### src/rtl/serdes_pkg.sv
// Shared constants, FSM type and frame-length helper for the SerDes TX serializer.
// Define SERDES_PARITY_EN to append an even-parity bit to every frame.
package serdes_pkg;

  localparam int unsigned DefaultDataW = 10;

  typedef enum logic [0:0] {
    StIdle,
    StShift
  } piso_state_t;

  function automatic int unsigned frame_w(input int unsigned data_w);
`ifdef SERDES_PARITY_EN
    return data_w + 1;
`else
    return data_w;
`endif
  endfunction

endpackage

### src/rtl/serdes_hold_buf.sv
// One-word skid buffer in front of the serializer's shifter.
// A write and a read on the same edge leave the buffer full with the new word.
module serdes_hold_buf
  import serdes_pkg::*;
#(
  parameter int unsigned DATA_W = DefaultDataW
) (
  input  logic              clk,
  input  logic              rst_n,
  input  logic              wr_en,
  input  logic [DATA_W-1:0] wr_data,
  input  logic              rd_en,
  output logic [DATA_W-1:0] rd_data,
  output logic              full
);

  logic              full_q, full_d;
  logic [DATA_W-1:0] data_q;

  always_comb begin
    full_d = full_q;
    if (wr_en) begin
      full_d = 1'b1;
    end else if (rd_en) begin
      full_d = 1'b0;
    end
  end

  always_ff @(posedge clk or negedge rst_n) begin
    if (!rst_n) begin
      full_q <= 1'b0;
      data_q <= '0;
    end else begin
      full_q <= full_d;
      if (wr_en) begin
        data_q <= wr_data;
      end
    end
  end

  assign rd_data = data_q;
  assign full    = full_q;

endmodule

### src/rtl/piso_serializer.sv
// Parallel-in/serial-out serializer with valid/ready input and one-word hold buffer.
// Define SERDES_PARITY_EN to append even parity (^word) as the last bit of each frame.
module piso_serializer
  import serdes_pkg::*;
#(
  parameter int unsigned DATA_W    = DefaultDataW,
  parameter bit          LSB_FIRST = 1'b0
) (
  input  logic              clk,
  input  logic              rst_n,
  input  logic [DATA_W-1:0] par_in,
  input  logic              par_valid,
  output logic              par_ready,
  output logic              ser_out,
  output logic              ser_valid,
  output logic              frame_start
);

  localparam int unsigned     FrameW  = frame_w(DATA_W);
  localparam int unsigned     CntW    = $clog2(FrameW);
  localparam logic [CntW-1:0] LastCnt = CntW'(FrameW - 1);

  piso_state_t       state_q;
  logic [CntW-1:0]   bit_cnt_q;
  logic [FrameW-1:0] shift_q;
  logic [FrameW-1:0] frame;
  logic              ser_out_q, ser_valid_q, frame_start_q;

  logic              hold_full, hold_wr, hold_rd;
  logic [DATA_W-1:0] hold_data, load_word, ordered;
  logic              accept, load_slot, do_load, bypass;

  assign par_ready = !hold_full;
  assign accept    = par_valid && par_ready;
  assign load_slot = (state_q == StIdle) || (bit_cnt_q == LastCnt);
  assign do_load   = load_slot && (hold_full || accept);
  // An accepted word skips the buffer only when it goes straight into the shifter.
  assign bypass    = do_load && !hold_full;
  assign hold_wr   = accept && !bypass;
  assign hold_rd   = do_load && hold_full;
  assign load_word = hold_full ? hold_data : par_in;

  serdes_hold_buf #(
    .DATA_W (DATA_W)
  ) u_hold_buf (
    .clk     (clk),
    .rst_n   (rst_n),
    .wr_en   (hold_wr),
    .wr_data (par_in),
    .rd_en   (hold_rd),
    .rd_data (hold_data),
    .full    (hold_full)
  );

  // Frame is laid out in emission order: bit 0 leaves first.
  always_comb begin
    ordered = '0;
    for (int i = 0; i < DATA_W; i++) begin
      ordered[i] = LSB_FIRST ? load_word[i] : load_word[DATA_W-1-i];
    end
`ifdef SERDES_PARITY_EN
    frame = {^load_word, ordered};
`else
    frame = ordered;
`endif
  end

  always_ff @(posedge clk or negedge rst_n) begin
    if (!rst_n) begin
      state_q       <= StIdle;
      bit_cnt_q     <= '0;
      shift_q       <= '0;
      ser_out_q     <= 1'b0;
      ser_valid_q   <= 1'b0;
      frame_start_q <= 1'b0;
    end else if (do_load) begin
      state_q       <= StShift;
      bit_cnt_q     <= '0;
      ser_out_q     <= frame[0];
      shift_q       <= frame >> 1;
      ser_valid_q   <= 1'b1;
      frame_start_q <= 1'b1;
    end else begin
      frame_start_q <= 1'b0;
      case (state_q)
        StShift: begin
          if (bit_cnt_q == LastCnt) begin
            state_q     <= StIdle;
            bit_cnt_q   <= '0;
            ser_out_q   <= 1'b0;
            ser_valid_q <= 1'b0;
          end else begin
            bit_cnt_q <= bit_cnt_q + 1'b1;
            ser_out_q <= shift_q[0];
            shift_q   <= shift_q >> 1;
          end
        end
        default: begin
          ser_out_q   <= 1'b0;
          ser_valid_q <= 1'b0;
        end
      endcase
    end
  end

  assign ser_out     = ser_out_q;
  assign ser_valid   = ser_valid_q;
  assign frame_start = frame_start_q;

endmodule

### config.mk
export PLATFORM = sky130hd
export DESIGN_NAME = piso_serializer
export DESIGN_NICKNAME = d
export VERILOG_FILES = /design/src/rtl/serdes_pkg.sv /design/src/rtl/serdes_hold_buf.sv /design/src/rtl/piso_serializer.sv
export SDC_FILE = /design/constraint.sdc
export NUM_CORES = 1
export LEC_CHECK = 0
export ABC_AREA = 1
export ABC_CLOCK_PERIOD_IN_PS = 2550
export CAP_MARGIN = 20
export CORE_UTILIZATION = 58
export DETAILED_ROUTE_END_ITERATION = 7
export PLACE_DENSITY = 0.8
export SYNTH_ARGS = -nofsm -noshare
export SYNTH_HDL_FRONTEND = slang
export SYNTH_HIERARCHICAL = 1
export SYNTH_SLANG_ARGS = --single-unit
### constraint.sdc
create_clock -name clk -period 2.55 [get_ports clk]
set_input_delay 0.51 -clock clk [delete_from_list [all_inputs] [get_ports clk]]
set_output_delay 0.51 -clock clk [all_outputs]
set_load 0.01 [all_outputs]
==> metrics.txt <==
syn_area_per_cell=8.15 um^2; Reg area=701 um^2; pre-CTS setup slack=617 ps; post-placement cell area=1550 um^2; setup violators final=0; mux contribution to synthesized area=0%; Initial DRC Count=33; largest family of logic cells by synthesized area=simple AND/OR/NAND/NOR gates; crit path capture type=primary output; Slew Limit Fails=0; total wire length=2600 um; H-tree depth=1; synth top area cells=dfrtp_1, nand2_1, nand3_1; # nets final=203; post-synth top area share=49.7%; Final Total Pwr=1.57 mW; port bufs=16; PostCTS Resize Cnt=0; Fin. Hold Viols=0; Final Cell Area=1580 um^2; CTS root buffer=clkbuf_4; synth unique cells=17; post-route worst setup slack=217 ps; status=finished, final reports clean; CTS Buf Count=3; Placed Cells=211; Clock Sinks=28; sequential-to-total area share from yosys stat=49.7%; CTS hold repair buffers=0; I/O Pins=17; Initial Utilization=62.5%; total grt overflow=0; critical path class=reg -> out; adder-cell share of the synthesized area=1.77%; vias=1163; RSZ-0062 raised after global routing=false; Hold Crit Class=reg -> reg; Fmax=0.429 GHz; Setup Skew=2.36 ps; Min Clock Period, post-route=2330 ps; TritonRoute pass-1 iters=4; routed length per instance=12.1 um; relative slew slack=71.6%; first-pass GRT wire length=4560 um; multi-input logic area=589 um^2; post-synthesis register bit count=28; Routed Antenna Nets=0; Startpoint Class=flip-flop; CTS clk-pin slew, worst paths=140 ps; Die Ht=51.3 um; Die Area=2630 um^2; Syn Inst Count=173; Fillers=186; Max-Cap Viols=0; worst slew pin tran=426 ps; Row Count=17; Die W=51.3 um; fin crit share=91.5%; P per Cell Area=995 nW/um^2; warning count from the yosys run=6; worst endpoint data arrival time=1820 ps; most common cell after layout, fill and taps aside=nand2_1; gp weighted congestion=0.779; Compound-Gate Fraction of Synth Area=1.60%; Layout area overhead=12.2%; TritonCTS clock tree=done; vias in the first global route=1082; Clock Path Buffers=2; worst vdd ir=0.617 mV; Mapped Area=1410 um^2; layout cells sized above 1=6.95%; Simple-Gate Fraction of Synth Area=37.8%; Yosys top cell by area=dfrtp_1; pin count of the biggest net entering global routing=29; Finished Layout Cells=215; Ant. Diodes=0; HPWL after DPL=1870 um; vias per cell=5.41; core area=2250 um^2; Core Util, Final=70.1%; Worst EP required=2040 ps; Syn Nets=188; Remaining DRCs=0; Post-CTS Setup Bufs=0; clk_lat worst skew=320 ps; Synth Area in XOR/XNOR=0.621%; crit-path max FO=13; worst hold margin=492 ps; antenna violations before repair=0; Setup TNS=0 ps; commonest non-fill, non-tap cells in the layout=nand2_1, nand3_1, dfrtp_1, clkdlybuf4s50_1, inv_1; Overall Global Routing Usage=23.2%; Pleak=0.822 nW
worst max-delay path, cell delays in order (launching register included):
cell,delay [ps]
dfrtp_1,540
inv_1,350
clkdlybuf4s50_1,610
metal layers:
| metal | routed length, um | GRT usage (%) |
|---|---|---|
| met5 | 0 | 0 |
| met2 | 1280 | 39.9 |
| met3 | 86 | 2.98 |
| met1 | 1210 | 30.4 |
| met4 | 26 | 7.21 |
synth_stat cells:
master	count
buf_2	3
nand3_1	40
inv_1	9
buf_8	2
nand3_4	1
buf_6	2
nand2_8	1
o21ai_0	1
nor2_1	4
ha_1	2
buf_4	2
inv_2	1
nor2_2	1
xnor2_1	1
dfrtp_1	28
nand2_1	73
o21ai_2	2
kinds of logic (layout without fill, tap and decap cells):
kind of cell,after synthesis,after routing
AND/OR/NAND/NOR,120,120
buffers and inverters,19,33
XOR/XNOR,1,1
flip-flops,28,28
AO/OA/AOI/OAI,3,3
adder cells (fa/ha/maj),2,2
worst paths after layout:
kind | slack [ps] | endpoint | from | cells past startpoint
max in group asynchronous | 1760 | u_hold_buf/full$_DFFE_PN0P_ | rst_n | 2
min in group asynchronous | 540 | bit_cnt_q[2]$_DFFE_PN0P_ | rst_n | 2
max | 220 | par_ready | u_hold_buf/full$_DFFE_PN0P_ | 2
min | 490 | u_hold_buf/rd_data[6]$_DFFE_PN0P_ | u_hold_buf/rd_data[6]$_DFFE_PN0P_ | 2
max reg2reg | 770 | u_hold_buf/rd_data[4]$_DFFE_PN0P_ | bit_cnt_q[1]$_DFFE_PN0P_ | 9
min reg2reg | 490 | u_hold_buf/rd_data[6]$_DFFE_PN0P_ | u_hold_buf/rd_data[6]$_DFFE_PN0P_ | 2
cell type report:
type	instances	area share, %
Sequential cell	28	44.3
Multi-Input combinational cell	126	37.3
Timing Repair Buffer	19	11.6
Inverter	10	2.37
Clock buffer	4	2.29
Tap cell	28	2.22
sequential cells by signal (all words and copies together), names as in the netlist:
register and cells:
ser_out 1, bit_cnt_q 4, u_hold_buf/rd_data 10, state_q 1, shift_q 9, u_hold_buf/full 1
ser_valid 1, frame_start 1
power by group:
part / internal [mW] / total (mW) / switching (mW)
Sequential: 0.627 / 0.771 / 0.144
Combinational: 0.254 / 0.589 / 0.335
Clock: 0.0874 / 0.213 / 0.126
Total: 0.969 / 1.57 / 0.605
(Power assumes the default switching activity.)
